**config.mk**
```make
export PLATFORM = sky130hd
export DESIGN_NAME = sram512x8_wb_ctrl
export DESIGN_NICKNAME = d
export VERILOG_FILES = /design/src/rtl/sram512x8_wb_ctrl.sv
export SDC_FILE = /design/constraint.sdc
export NUM_CORES = 1
export LEC_CHECK = 0
export ABC_AREA = 1
export CORE_MARGIN = 4
export CORE_UTILIZATION = 47
export CTS_CLUSTER_DIAMETER = 120
export DETAILED_ROUTE_END_ITERATION = 8
export HOLD_SLACK_MARGIN = 0.12
export PLACE_DENSITY_LB_ADDON = 0.05
export SETUP_SLACK_MARGIN = 0.2
export SLEW_MARGIN = 40
export SYNTH_ARGS = -nofsm -noshare
export SYNTH_HDL_FRONTEND = slang
export SYNTH_SLANG_ARGS = --single-unit
```
**constraint.sdc**
```tcl
create_clock -name clk_i -period 3.5 [get_ports clk_i]
set_clock_uncertainty 0.15 [all_clocks]
set_input_delay 0.875 -clock clk_i [delete_from_list [all_inputs] [get_ports clk_i]]
set_output_delay 0.875 -clock clk_i [all_outputs]
set_load 0.005 [all_outputs]
```
**src/rtl/sram512x8_wb_ctrl.sv**
```systemverilog
// Wishbone classic word initiator for a 512x8 single-port SRAM: one 32-bit access becomes four byte accesses.
// Optional macro SRAM_CTRL_SKIP_EN: write accesses visit only the selected byte lanes.
module sram512x8_wb_ctrl #(
  parameter int WORD_ADR_W = 7
) (
  input  logic                  clk_i,
  input  logic                  rst_i,
  input  logic                  wb_cyc_i,
  input  logic                  wb_stb_i,
  input  logic                  wb_we_i,
  input  logic [WORD_ADR_W+1:0] wb_adr_i,
  input  logic [3:0]            wb_sel_i,
  input  logic [31:0]           wb_dat_i,
  output logic [31:0]           wb_dat_o,
  output logic                  wb_ack_o,
  output logic                  ram_cen_o,
  output logic                  ram_wen_o,
  output logic [WORD_ADR_W+1:0] ram_adr_o,
  output logic [7:0]            ram_dat_o,
  input  logic [7:0]            ram_dat_i
);

  typedef enum logic [1:0] {IDLE, ACCESS, DRAIN, ACK} state_t;

  state_t                state, state_n;
  logic [1:0]            cnt, cnt_n;
  logic [WORD_ADR_W-1:0] word_adr;
  logic                  we_q;
  logic [3:0]            sel_q;
  logic [31:0]           wdata_q;
  logic [1:0]            rd_lane;
  logic                  unused_adr_lsbs;

  assign unused_adr_lsbs = ^wb_adr_i[1:0];

`ifdef SRAM_CTRL_SKIP_EN
  logic [2:0] lane;

  // Lowest set lane at or above 'from'; bit 2 of the result flags "none left".
  function automatic logic [2:0] next_lane(input logic [3:0] sel, input logic [2:0] from);
    logic [2:0] r;
    r = 3'b100;
    for (int i = 3; i >= 0; i--)
      if (sel[i] && (3'(i) >= from)) r = {1'b0, 2'(i)};
    return r;
  endfunction
`endif

  always_comb begin
    state_n = state;
    cnt_n   = cnt;
`ifdef SRAM_CTRL_SKIP_EN
    lane    = 3'b100;
`endif
    case (state)
      IDLE: begin
        if (wb_cyc_i && wb_stb_i) begin
          state_n = ACCESS;
          cnt_n   = 2'd0;
`ifdef SRAM_CTRL_SKIP_EN
          if (wb_we_i) begin
            lane = next_lane(wb_sel_i, 3'd0);
            if (lane[2]) state_n = ACK;
            else         cnt_n   = lane[1:0];
          end
`endif
        end
      end
      ACCESS: begin
        if (!wb_cyc_i) begin
          state_n = IDLE;
        end else
`ifdef SRAM_CTRL_SKIP_EN
        if (we_q) begin
          lane = next_lane(sel_q, {1'b0, cnt} + 3'd1);
          if (lane[2]) state_n = ACK;
          else         cnt_n   = lane[1:0];
        end else
`endif
        begin
          cnt_n = cnt + 2'd1;
          if (cnt == 2'd3) state_n = we_q ? ACK : DRAIN;
        end
      end
      DRAIN:   state_n = wb_cyc_i ? ACK : IDLE;
      ACK:     state_n = IDLE;
      default: state_n = IDLE;
    endcase
  end

  always_comb begin
    wb_ack_o  = (state == ACK);
    ram_adr_o = {word_adr, cnt};
    ram_dat_o = wdata_q[{cnt, 3'b000} +: 8];
    ram_cen_o = 1'b1;
    ram_wen_o = 1'b0;
    if (state == ACCESS) begin
      if (we_q) begin
        ram_cen_o = ~sel_q[cnt];
        ram_wen_o = sel_q[cnt];
      end else begin
        ram_cen_o = 1'b0;
      end
    end
    // The macro's read data lags the address cycle by one clock.
    rd_lane = (state == DRAIN) ? 2'd3 : cnt - 2'd1;
  end

  always_ff @(posedge clk_i or posedge rst_i) begin
    if (rst_i) begin
      state    <= IDLE;
      cnt      <= 2'd0;
      word_adr <= '0;
      we_q     <= 1'b0;
      sel_q    <= 4'd0;
      wdata_q  <= 32'd0;
      wb_dat_o <= 32'd0;
    end else begin
      state <= state_n;
      cnt   <= cnt_n;
      if (state == IDLE && wb_cyc_i && wb_stb_i) begin
        word_adr <= wb_adr_i[WORD_ADR_W+1:2];
        we_q     <= wb_we_i;
        sel_q    <= wb_sel_i;
        wdata_q  <= wb_dat_i;
      end
      if ((state == ACCESS && !we_q && cnt != 2'd0) || state == DRAIN)
        wb_dat_o[{rd_lane, 3'b000} +: 8] <= ram_dat_i;
    end
  end

endmodule

```
==> results.md, run 1 <==
Pwr:
- Of the total power, combinational logic draws 45.1%.
- Dividing total power by cell area gives a power density of approximately 900 nW/um^2.
- The switching power as a share of total power is a little under two fifths.
- The leakage component of the power is 2.55 nW.
- Sequential cells account for approximately 36% of the total power.
- The internal power summed over all cells is between 2 and 3 mW.
- In this run the power spent charging and discharging nets is 1.68 mW.
- Per report_power, the clock group accounts for roughly a fifth of the total.
- The worst vdd rail ir drop is roughly 0.0004 V.

Route:
- The pre-antenna-repair detailed-routing pass consisted of 5 iterations.
- After detailed routing, the number of vias per cell comes to slightly below 5.
- The wire length after detailed routing is between 9 and 10 mm.
- The remaining antenna violation count is 0.
- The detailed-route DRC error count is 0.
- The detailed router finished its first iteration with around 230 violations.
- The routed wire length per instance is around 14 um.
- The total via count after detailed routing is 3348.

Placed design:
- The routability-driven placement congestion ratio is 0.850.
- Port buffering added 107 buffers.
- The post-detailed-placement half-perimeter wirelength is approximately 6.8 mm.
- The placed instance count is roughly 670.
- The worst-case setup slack after placement is 492 ps.

Run:
- The tool flagged a number of max-cap violations equal to 0.

STA:
- The post-layout minimum cycle time is ~3100 ps.
- The setup TNS after final layout is 0 ps.
- The number of endpoints with negative hold slack in the final report is 0.
- Setup repair after global routing left no endpoint under its margin.
- The final critical-path setup slack is ~440 ps.
- After layout, the worst path uses around 87% of the clock period.
- Setup violations remaining at the end of the flow were counted as 0.
- The highest achievable clock rate is 327 MHz.
- The slew at the pin closest to its max-slew limit is 709 ps.
- The final max-slew violation count was 0.
- Measured against its own limit, the worst slew margin works out to 52.7%.

Floorplanning:
- For this configuration, the core starts out at a cell density of roughly half.
- In this run the horizontal extent of the chip is around 100 um.
- Measured along the y axis, the die boundary spans 97.4 um.
- The die covers 9480 sq um.
- The standard-cell row count is 32.
- In this run the standard cell core region covers approximately 7700 sq um.
- During I/O placement, the number of pins put on the boundary was 110.

Synthesis:
- Among all cell types in the netlist, the one instantiated most often is sky130_fd_sc_hd__nand2_1.
- Counting distinct cell types in the post-synthesis netlist gives 23.
- After synthesis, the most frequently instantiated cells are 213 x sky130_fd_sc_hd__nand2_1, 80 x sky130_fd_sc_hd__dfrtp_1, 44 x sky130_fd_sc_hd__nor2_1.
- The synthesized design contains 0 enable-type register cells.
- Summed over all instances, the cell type with the most area after synthesis is sky130_fd_sc_hd__dfrtp_1.
- The synthesized net count is 533.
- By area the synthesized netlist is led by sky130_fd_sc_hd__dfrtp_1 53%, sky130_fd_sc_hd__nand2_1 21%, sky130_fd_sc_hd__nor2_1 4.4%.
- In the synthesized netlist the dominant register cell turns out to be sky130_fd_sc_hd__dfrtp_1.
- The area fraction of the dominant cell type after synthesis is a little over half.
- The post-synthesis average cell area is 7.99 sq um.
- Counting flops and latches in the post-synthesis netlist gives 80.
- The post-synth design cell area is between 3000 and 4000 sq um.
- The number of warning messages in the yosys log is 0.
- The number of cells produced by synthesis is between 400 and 500.
- Of all flip-flops after synthesis, the portion carrying an async set or reset was 100%.
- The share of the yosys chip area belonging to registers is approximately 53%.

GRT:
- The overall overflow remaining after global route is 0.
- The number of global-route vias before repair is between 3000 and 4000.
- The global-route usage over all layers is between 20% and 30%.
- The number of antenna violations at the first check in global routing is 0.
- The global routing stage identified its most utilized layer as met1.
- The met3 capacity usage during global routing is roughly 7.0%.
- The met1 usage is between 20 and 30%.
- The global-route wire length before repair is ~16 mm.
- For this run, global-route usage on met2 was measured as 28.7%.
- The maximum number of pins on one net before global-route repair is 44.

Critical path:
- In this run the register-to-register setup slack is 650 ps.
- STA classifies the critical path startpoint as a flip-flop.
- Data on the critical path arrives at its endpoint at 2030 ps.
- The maximum fanout encountered on the critical timing path is 26.
- The source of the critical timing path is cnt[0]$_DFFE_PP0P_.
- The worst reg2reg path depth is 10.
- The type of destination of the critical path is a primary output.
- The worst register-to-register path ends at wb_dat_o[17]$_DFFE_PP0P_.
- The path type of the worst setup path is flip-flop to primary output.
- At the worst endpoint, the required time is between 2000 and 2500 ps.
- In this run the critical register-to-register path is launched from cnt[1]$_DFFE_PP0P_.

Final layout:
- For this run, the share of the core covered by cells in the final layout is between 60% and 70%.
- The layout-stage area growth over the synthesis result is 37.6%.
- The final non-filler cell total is about 680.
- The proportion of layout cells with a drive suffix above 1 is approximately 9%.
- The antenna diode count is 0.
- The number of nets in the layout is ~640.

Min path:
- The tightest min-delay check is of the flip-flop to flip-flop type.
- The path with the worst hold slack has its endpoint at wdata_q[9]$_DFFE_PP0P_.
- The worst hold path cell count is 2.
- The start point of the worst min-delay path is wdata_q[9]$_DFFE_PP0P_.

CTS:
- The number of hold-repair buffers added at the cts stage is 0.
- The number of clock buffers added by TritonCTS is 9.
- Clock-pin slew was measured on the worst setup and hold paths at ~80 ps.
- The clock net in this run drives a total of 80 sinks.
- The clock tree buffer depth is 2.
- CTS built an H-tree with a depth of 3.
- The later pin in the worst-skew pair is clocked with a latency of around 350 ps.
- TritonCTS built the clock tree.
- The clock tree root driver cell is sky130_fd_sc_hd__clkbuf_8.

Run status:
- The run finished with clean final reports.
logic make-up (layout without fill, tap and decap cells):
group / Yosys count / count (layout) / share of synthesized area, %
buf+inv: 49 / 158 / 5.73
flops: 80 / 80 / 53.3
compound gates: 50 / 50 / 8.73
fa+ha+maj: 5 / 5 / 1.67
simple gates: 286 / 286 / 30.5
final cells by class:
class	count	area [sq um]
Clock buffer	10	138
Clock inverter	6	115
Fill cell	643	2560
Inverter	29	111
Multi-Input combinational cell	341	1540
Sequential cell	80	2000
Tap cell	102	128
Timing Repair Buffer	113	1130
critical path: stages (launching register included):
cell                              delay, ps
sky130_fd_sc_hd__dfrtp_1                360
sky130_fd_sc_hd__buf_4                  290
sky130_fd_sc_hd__nand2_1                 90
sky130_fd_sc_hd__nand3_1                 90
sky130_fd_sc_hd__nand2_1                 90
sky130_fd_sc_hd__nor3_1                 210
sky130_fd_sc_hd__clkdlybuf4s50_1        560
timing repair:
action	CTS	global route
buffers inserted	0	0
endpoints found under the hold margin	0	0
setup endpoints to repair	0	2
resized for setup	0	1
per-layer routing:
layer	vias up	part of all wire [%]
li1	1671	-
met1	1551	46
met2	114	44
met3	12	8.6
met4	0	1.5
met5	-	0
sequential cells by signal, indices dropped and copies added, names as in the netlist:
name	count
cnt	2
sel_q	4
state	2
wb_dat_o	32
wdata_q	32
we_q	1
word_adr	7
power groups by stage:
stage               Clock [mW]  Sequential (mW)  Combinational [mW]
floorplan                    0             1.60                1.13
global placement             0             1.64                2.03
detailed placement           0             1.66                2.07
CTS                      0.864             1.65                2.08
global route             0.904             1.71                2.30
finish                   0.848             1.65                2.05
through the flow:
stage          instance area, sq um  hold WS (ps)  power, mW
6_report                       5170           330       4.55
5_1_grt                        5170           350       4.91
4_1_cts                        5160           333       4.59
3_5_place_dp                   4910           312       3.72
3_3_place_gp                   4910           303       3.67
2_1_floorplan                  3750           287       2.74
how the worst max path moves through the flow:
stage	end	slack (ps)	depth (start not counted)
floorplan	cnt[0]$_DFFE_PP0P_	420	1
global placement	wb_dat_o[22]$_DFFE_PP0P_	610	10
detailed placement	wb_dat_o[17]$_DFFE_PP0P_	490	10
CTS	ram_wen_o	380	5
global route	ram_dat_o[4]	270	5
finish	ram_wen_o	440	6
placed cells by master (no fill, tap or decap), types with 2 or more instances in the layout:
| cell | Yosys | layout |
|---|---|---|
| sky130_fd_sc_hd__nand2_4 | 4 | 4 |
| sky130_fd_sc_hd__nand3_1 | 18 | 18 |
| sky130_fd_sc_hd__dfrtp_1 | 80 | 79 |
| sky130_fd_sc_hd__o21ai_0 | 21 | 21 |
| sky130_fd_sc_hd__inv_1 | 25 | 24 |
| sky130_fd_sc_hd__nand2_2 | 2 | 2 |
| sky130_fd_sc_hd__nor2_1 | 44 | 44 |
| sky130_fd_sc_hd__inv_2 | 2 | 2 |
| sky130_fd_sc_hd__o21ai_2 | 16 | 16 |
| sky130_fd_sc_hd__nor2_2 | 2 | 2 |
| sky130_fd_sc_hd__nand2_1 | 213 | 213 |
| sky130_fd_sc_hd__buf_4 | 0 | 5 |
| sky130_fd_sc_hd__clkdlybuf4s50_1 | 0 | 107 |
| sky130_fd_sc_hd__a21oi_1 | 2 | 2 |
| sky130_fd_sc_hd__bufinv_16 | 0 | 3 |
| sky130_fd_sc_hd__clkinv_1 | 2 | 2 |
| sky130_fd_sc_hd__o22ai_1 | 9 | 9 |
| sky130_fd_sc_hd__clkbuf_8 | 0 | 10 |
| sky130_fd_sc_hd__ha_1 | 5 | 5 |
Power figures use the tool's default switching activity.
==> inputs of run 2 (changes only) <==
--- a/config.mk
+++ b/config.mk
@@ -7,9 +7,10 @@
 export LEC_CHECK = 0
 export ABC_AREA = 1
 export CORE_MARGIN = 4
-export CORE_UTILIZATION = 47
+export CORE_UTILIZATION = 63
 export CTS_CLUSTER_DIAMETER = 120
 export DETAILED_ROUTE_END_ITERATION = 8
+export DONT_BUFFER_PORTS = 1
 export HOLD_SLACK_MARGIN = 0.12
 export PLACE_DENSITY_LB_ADDON = 0.05
 export SETUP_SLACK_MARGIN = 0.2
@@ -17,3 +18,4 @@
 export SYNTH_ARGS = -nofsm -noshare
 export SYNTH_HDL_FRONTEND = slang
 export SYNTH_SLANG_ARGS = --single-unit
+export TNS_END_PERCENT = 50
==> results.md, run 2 (synthesis results as in run 1) <==
STA:
- The final hold slack is 323 ps.
- Static timing analysis puts the maximum clock frequency at ~350 MHz.
- The post-layout minimum cycle time is approximately 2900 ps.
- Headroom to the max-slew limit came out at between 50 and 60%.
- The fraction of the cycle the final worst path needs is 82.4%.
- The number of endpoints with negative hold slack in the final report is 0.
- Setup violations remaining at the end of the flow were counted as 0.
- Setup slack on the critical path of the routed design comes to ~620 ps.
- The final max-slew violation count is 0.
- Adding up every negative setup slack in the final design gives 0 ps.
- At the pin with the least slew margin, the transition time is 694 ps.
- Setup repair after global routing left no endpoint under its margin.

Placed design:
- In this run, placement finished with an instance count of between 500 and 600.
- The number of buffer cells added on primary ports is 0.
- The post-detailed-placement half-perimeter wirelength is 6.16 mm.
- The worst-case setup slack after placement is between 700 and 800 ps.
- The routability-driven placement congestion ratio is 0.846.

Final layout:
- Leaving out fill and tap cells, the most frequent cells in the layout are 213 x sky130_fd_sc_hd__nand2_1, 80 x sky130_fd_sc_hd__dfrtp_1, 44 x sky130_fd_sc_hd__nor2_1.
- The proportion of layout cells with a drive suffix above 1 is roughly 10%.
- For this run, the post-layout net count is 530.
- Once layout is complete, the cells apart from fillers number around 540.
- The largest registers in the layout are wb_dat_o: 32 flops, wdata_q: 32 flops, word_adr: 7 flops.
- The most common cell after layout, fill and taps aside is sky130_fd_sc_hd__nand2_1.
- The final design utilization is between 70% and 80%.
- The area growth from synthesis to layout is 5.90%.
- The filler cell count is ~470.
- The antenna diode count is 0.

GRT:
- The global-route wire length before repair is between 10 and 15 mm.
- The number of global-route vias before repair is 2877.
- Entering global routing, the biggest net connects between 40 and 50 pins.
- For this run the aggregate overflow at the end of global routing stands at 0.
- The number of antenna violations at the first check in global routing is 0.
- The global-route usage over all layers is between 20% and 30%.

Run status:
- The flow ran to the end, and the final reports show no timing, DRC or antenna violations.

CTS:
- The maximum level of the CTS H-tree is 3.
- Once the clock tree was built, the setup fixing pass inserted 0 buffers.
- The number of hold-repair buffers added at the cts stage is 0.
- In this run, CTS created clock tree buffers numbering 9.
- The clock insertion delay at the later pin of the skew report is about 340 ps.
- The number of sinks on the clock net is 80.
- The clock tree buffer depth is 2.
- After clock tree synthesis, the repair step resized 0 gates.
- CTS placed an instance of sky130_fd_sc_hd__clkbuf_8 at the clock tree root.
- TritonCTS built the clock tree.
- Clock-pin slew was measured on the worst setup and hold paths at 80 ps.

Run:
- The reported max-cap violation count is 0.

Pwr:
- IR analysis of the VDD net gives a maximum drop of 0.000415 V.
- For this design the ratio of total power to cell area is approximately 930 nW/um^2.
- The leakage component of the power is between 2 and 2.5 nW.

Route:
- The first routing iteration left around 220 violations.
- Detailed routing inserted a total of around 3000 vias.
- After detailed routing, the total wire length is ~8.7 mm.
- The detailed-route DRC error count is 0.
- Once detail routing completed, the nets flagged for antenna violations numbered 0.
- Using the TritonRoute via totals, the vias-per-cell ratio works out to 5.50.
- The routed wire length per instance is between 15 and 20 um.
- For this run, the detailed router's first-pass iteration total came to 5.

Critical path:
- The most critical setup path has its endpoint at wb_dat_o[22]$_DFFE_PP0P_.
- The worst setup path is captured at a flip-flop.
- The data required time at the worst endpoint is approximately 3600 ps.
- The number of cells on the worst reg-to-reg path is 9.
- The setup slack on the worst flop-to-flop path is just over 600 ps.
- The maximum fanout encountered on the critical timing path is 11.
- In this run the worst setup path begins at cnt[0]$_DFFE_PP0P_.
- The path type of the worst setup path is flip-flop to flip-flop.
- The source of the worst register-to-register timing path is cnt[0]$_DFFE_PP0P_.
- The signal arrival time at the worst endpoint is roughly 3000 ps.
- STA classifies the critical path startpoint as a flip-flop.
- The end of the worst register-to-register path is wb_dat_o[22]$_DFFE_PP0P_.

Floorplanning:
- The placeable core area is 5640 sq um.
- The number of top-level pins is 110.
- The floorplan die area is approximately 7300 sq um.
- The standard-cell row count is 27.
- For this configuration, the core starts out at a cell density of 66.5%.
- The die is 85.2 um tall.
- The width of the chip is ~85 um.

Min path:
- In this run the worst hold path is classified as input pin to async pin.
-- run 2: changes by cell type in the layout (fill, tap and decap cells not counted) --
cell	before	now
sky130_fd_sc_hd__clkdlybuf4s50_1	107	0
sky130_fd_sc_hd__bufinv_16	3	0
sky130_fd_sc_hd__clkbuf_1	0	2
sky130_fd_sc_hd__clkbuf_8	10	12
sky130_fd_sc_hd__clkinv_2	0	2
sky130_fd_sc_hd__buf_12	1	0
sky130_fd_sc_hd__buf_4	5	6
sky130_fd_sc_hd__clkinv_4	1	0
sky130_fd_sc_hd__dfrtp_1	79	80
sky130_fd_sc_hd__dfrtp_2	1	0
sky130_fd_sc_hd__inv_4	1	0
sky130_fd_sc_hd__inv_6	1	0
-- run 2: cell type report --
| type | count | area, sq um | share of cell area, % |
|---|---|---|---|
| clock inverter | 2 | 12.5 | 0.315 |
| clock buffer | 14 | 173 | 4.34 |
| tap | 72 | 90.1 | 2.27 |
| multi-input combinational | 341 | 1540 | 38.8 |
| timing repair buffer | 6 | 45.0 | 1.13 |
| inverter | 29 | 110 | 2.77 |
| sequential | 80 | 2000 | 50.4 |
-- run 2: where the power goes --
part | switching, mW | internal (mW)
registers | 0.335 | 1.37
logic | 0.925 | 0.452
clock network | 0.309 | 0.316
-- run 2: how the worst min path moves through the flow --
stage | startpoint | endpoint | slack [ps] | cells after the start
after floorplan | wdata_q[19]$_DFFE_PP0P_ | wdata_q[19]$_DFFE_PP0P_ | 290 | 2
after global placement | wdata_q[21]$_DFFE_PP0P_ | wdata_q[21]$_DFFE_PP0P_ | 300 | 2
after detailed placement | wdata_q[9]$_DFFE_PP0P_ | wdata_q[9]$_DFFE_PP0P_ | 300 | 2
after CTS | wdata_q[9]$_DFFE_PP0P_ | wdata_q[9]$_DFFE_PP0P_ | 320 | 2
after global routing | wdata_q[3]$_DFFE_PP0P_ | wdata_q[3]$_DFFE_PP0P_ | 350 | 2
final | rst_i | wb_dat_o[17]$_DFFE_PP0P_ | 320 | 1
-- run 2: critical path: stages, from the launching register on --
cell,delay [ps]
sky130_fd_sc_hd__dfrtp_1,560
sky130_fd_sc_hd__inv_1,170
sky130_fd_sc_hd__ha_1,360
sky130_fd_sc_hd__nand2_1,90
sky130_fd_sc_hd__ha_1,500
sky130_fd_sc_hd__clkinv_1,330
sky130_fd_sc_hd__nand4_1,400
sky130_fd_sc_hd__nor2_1,70
sky130_fd_sc_hd__nand2_1,80
sky130_fd_sc_hd__nand2_1,50
-- run 2: metal layers --
metal	wire, um	GRT usage (%)	vias to the layer above
li1	-	-	1456
met1	3820	36.6	1407
met2	3930	37.4	120
met3	831	7.18	8
met4	80	7.77	0
met5	0	0	-
-- run 2: stage by stage --
stage | power, mW | area [sq um]
floorplan | 2.74 | 3750
CTS | 3.72 | 3980
global placement | 3.02 | 3790
global route | 4.04 | 3980
detailed placement | 3.09 | 3790
finish | 3.70 | 3980
==> inputs of run 3 (changes only) <==
--- a/config.mk
+++ b/config.mk
@@ -7,7 +7,7 @@
 export LEC_CHECK = 0
 export ABC_AREA = 1
 export CORE_MARGIN = 4
-export CORE_UTILIZATION = 63
+export CORE_UTILIZATION = 57
 export CTS_CLUSTER_DIAMETER = 120
 export DETAILED_ROUTE_END_ITERATION = 8
 export DONT_BUFFER_PORTS = 1
==> constraint.sdc (replaced) <==
create_clock -name clk_i -period 2.55 [get_ports clk_i]
set_clock_uncertainty 0.15 [all_clocks]
set_input_delay 0.6375 -clock clk_i [delete_from_list [all_inputs] [get_ports clk_i]]
set_output_delay 0.6375 -clock clk_i [all_outputs]
set_load 0.005 [all_outputs]
==> results.md, run 3 (synthesis results as in run 1) <==
Run status:
- The flow ran to the end, and the final reports show no timing, DRC or antenna violations.

Critical path:
- The kind of start point of the critical path is a flip-flop.
- The signal arrival time at the worst endpoint is ~1400 ps.
- The type of destination of the critical path is a primary output.
- The maximum fanout encountered on the critical timing path is 19.
- The critical path is of the flip-flop to primary output type.
- For the worst setup path, the data required time is 1760 ps.

Final layout:
- The layout-stage area growth over the synthesis result is 8.77%.
- The antenna diode count is 0.
- After the flow finishes, the layout carries non-filler instances totaling around 550.
- Leaving out fill and tap cells, the most frequent cells in the layout are 213 x sky130_fd_sc_hd__nand2_1, 80 x sky130_fd_sc_hd__dfrtp_1, 44 x sky130_fd_sc_hd__nor2_1.
- For this run, the post-layout net count is 536.
- The most common cell after layout, fill and taps aside is sky130_fd_sc_hd__nand2_1.
- The largest registers in the layout are wb_dat_o: 32 flops, wdata_q: 32 flops, word_adr: 7 flops.
- Measured on the finished design, the core utilization comes to approximately 64%.
- The proportion of layout cells with a drive suffix above 1 is between 10% and 20%.
- The finished layout cell area is roughly 4100 sq um.

Floorplanning:
- The number of top-level pins is 110.
- In this run the vertical extent of the chip is 89.2 um.
- The floorplan has 29 rows.
- The die covers roughly 7900 sq um.
- The placeable core area is about 6400 sq um.
- The width of the chip is 89.2 um.
- The starting utilization of the core area is about 59%.

Min path:
- The type of the worst min-delay path is input pin to flip-flop.

CTS:
- The number of buffers inserted by post-CTS setup repair is 0.
- The clock tree root driver cell is sky130_fd_sc_hd__clkbuf_8.
- The number of sinks on the clock net is 80.
- The clock-pin slew reported for the worst setup and hold paths after clock tree synthesis is approximately 80 ps.
- The number of buffers added by the clock tree synthesis step is 9.
- The H-tree was split into 3 levels.
- TritonCTS built the clock tree.
- No sink is reached through more buffers than the 2 on the longest clock path.
- The clock insertion delay at the later pin of the skew report is between 300 and 400 ps.

STA:
- The number of endpoints with negative hold slack in the final report was 0.
- Setup repair after global routing left no endpoint under its margin.
- The highest achievable clock rate is ~450 MHz.
- The final critical path takes up between 80% and 90% of the cycle.
- The setup TNS after final layout is 0 ps.
- At the pin with the least slew margin, the transition time is between 700 and 800 ps.
- Setup violations remaining at the end of the flow were counted as 0.
- Across all setup checks in the final design, the least slack found is about 350 ps.
- The final max-slew violation count was 0.
- The post-layout minimum cycle time is 2200 ps.
- The headroom to the max-slew limit is a little over half.
- On the final layout, the worst hold slack is approximately 250 ps.

Pwr:
- The analysis attributes to cell leakage a power of 2.15 nW.
- For this design the ratio of total power to cell area is between 1000 and 1500 nW/um^2.
- The final total power is approximately 5.3 mW.
- Across the VDD grid, the largest voltage drop is ~0.00065 V.

GRT:
- The global-route usage over all layers is between 20% and 30%.
- For this run the aggregate overflow at the end of global routing stands at 0.
- The maximum number of pins on one net before global-route repair is between 50 and 60.
- The first global-routing pass estimated around 14 mm of wire.
- The number of global-route vias before repair was 2804.
- The number of antenna violations at the first check in global routing is 0.

Route:
- The wire length after detailed routing is 8.60 mm.
- The detailed-route DRC error count is 0.
- In the final routed layout, each cell accounts on average for around 16 um.
- The final route contains just under 3000 vias.
- The first routing iteration left 180 violations.
- Using the TritonRoute via totals, the vias-per-cell ratio works out to approximately 5.2.
- The first detailed-routing pass ran for 4 iterations.
- The remaining antenna violation count is 0.

Placed design:
- The placement-stage cell area is 3850 sq um.
- The number of buffer cells added on primary ports is 0.
- The placed instance count is 538.
- The post-detailed-placement half-perimeter wirelength is ~6 mm.
- At the placement stage, the worst setup path has a slack of 353 ps.
- The routability-driven placement congestion ratio is about 0.84.

Run:
- The reported max-cap violation count is 0.
run 3: cell types whose count changed in the layout (fill, tap and decap cells not counted), sizes merged:
cell,previous run,this run
bufinv,0,2
buf,6,11
clkinvlp,1,2
dlygate4sd3,0,1
clkbuf,14,9
clkinv,4,3
run 3: worst paths after layout:
path / from / end / slack, ps / cells past startpoint
hold reg to reg: wdata_q[16]$_DFFE_PP0P_ / wdata_q[16]$_DFFE_PP0P_ / 320 / 2
min in group asynchronous: rst_i / wdata_q[23]$_DFFE_PP0P_ / 700 / 3
hold / removal: wb_adr_i[3] / word_adr[1]$_DFFE_PP0P_ / 250 / 2
setup / recovery: cnt[0]$_DFFE_PP0P_ / ram_wen_o / 350 / 6
max in group asynchronous: rst_i / wb_dat_o[22]$_DFFE_PP0P_ / 1220 / 3
setup reg to reg: state[1]$_DFFE_PP0P_ / wb_dat_o[17]$_DFFE_PP0P_ / 460 / 9
run 3: cell type report:
class | instances | area, sq um
Fill cell | 568 | 2300
Sequential cell | 80 | 2000
Multi-Input combinational cell | 341 | 1550
Clock buffer | 9 | 124
Timing Repair Buffer | 12 | 121
Inverter | 29 | 113
Tap cell | 77 | 96.3
Clock inverter | 4 | 72.6
run 3: what timing repair did:
| item | in CTS | in global routing |
|---|---|---|
| endpoints found under the hold margin | 52 | 0 |
| endpoints found under the setup margin | 0 | 14 |
| resized for setup | 0 | 7 |
| hold buffers | 1 | 0 |
run 3: worst max-delay path, cell delays in order (launching register included):
cell                      delay (ps)
sky130_fd_sc_hd__dfrtp_1         390
sky130_fd_sc_hd__inv_1           120
sky130_fd_sc_hd__buf_12          160
sky130_fd_sc_hd__nand2_1          60
sky130_fd_sc_hd__nand3_1          60
sky130_fd_sc_hd__nand2_1         110
sky130_fd_sc_hd__nor3_2          170
run 3: metal layers:
layer / global-route usage, % / vias up / part of all wire, %
met1: 34.9 / 1317 / 47
met5: 0 / - / 0
met3: 6.36 / 8 / 10
li1: - / 1467 / -
met2: 31.4 / 101 / 42
met4: 8.80 / 0 / 1.0
run 3: where the power goes:
part	total [mW]	internal, mW	switching, mW	leakage, nW
sequential	2.30	1.88	0.426	1.00
combinational	2.03	0.716	1.31	1.05
clock	0.966	0.534	0.433	0.0970
total	5.30	3.13	2.17	2.15
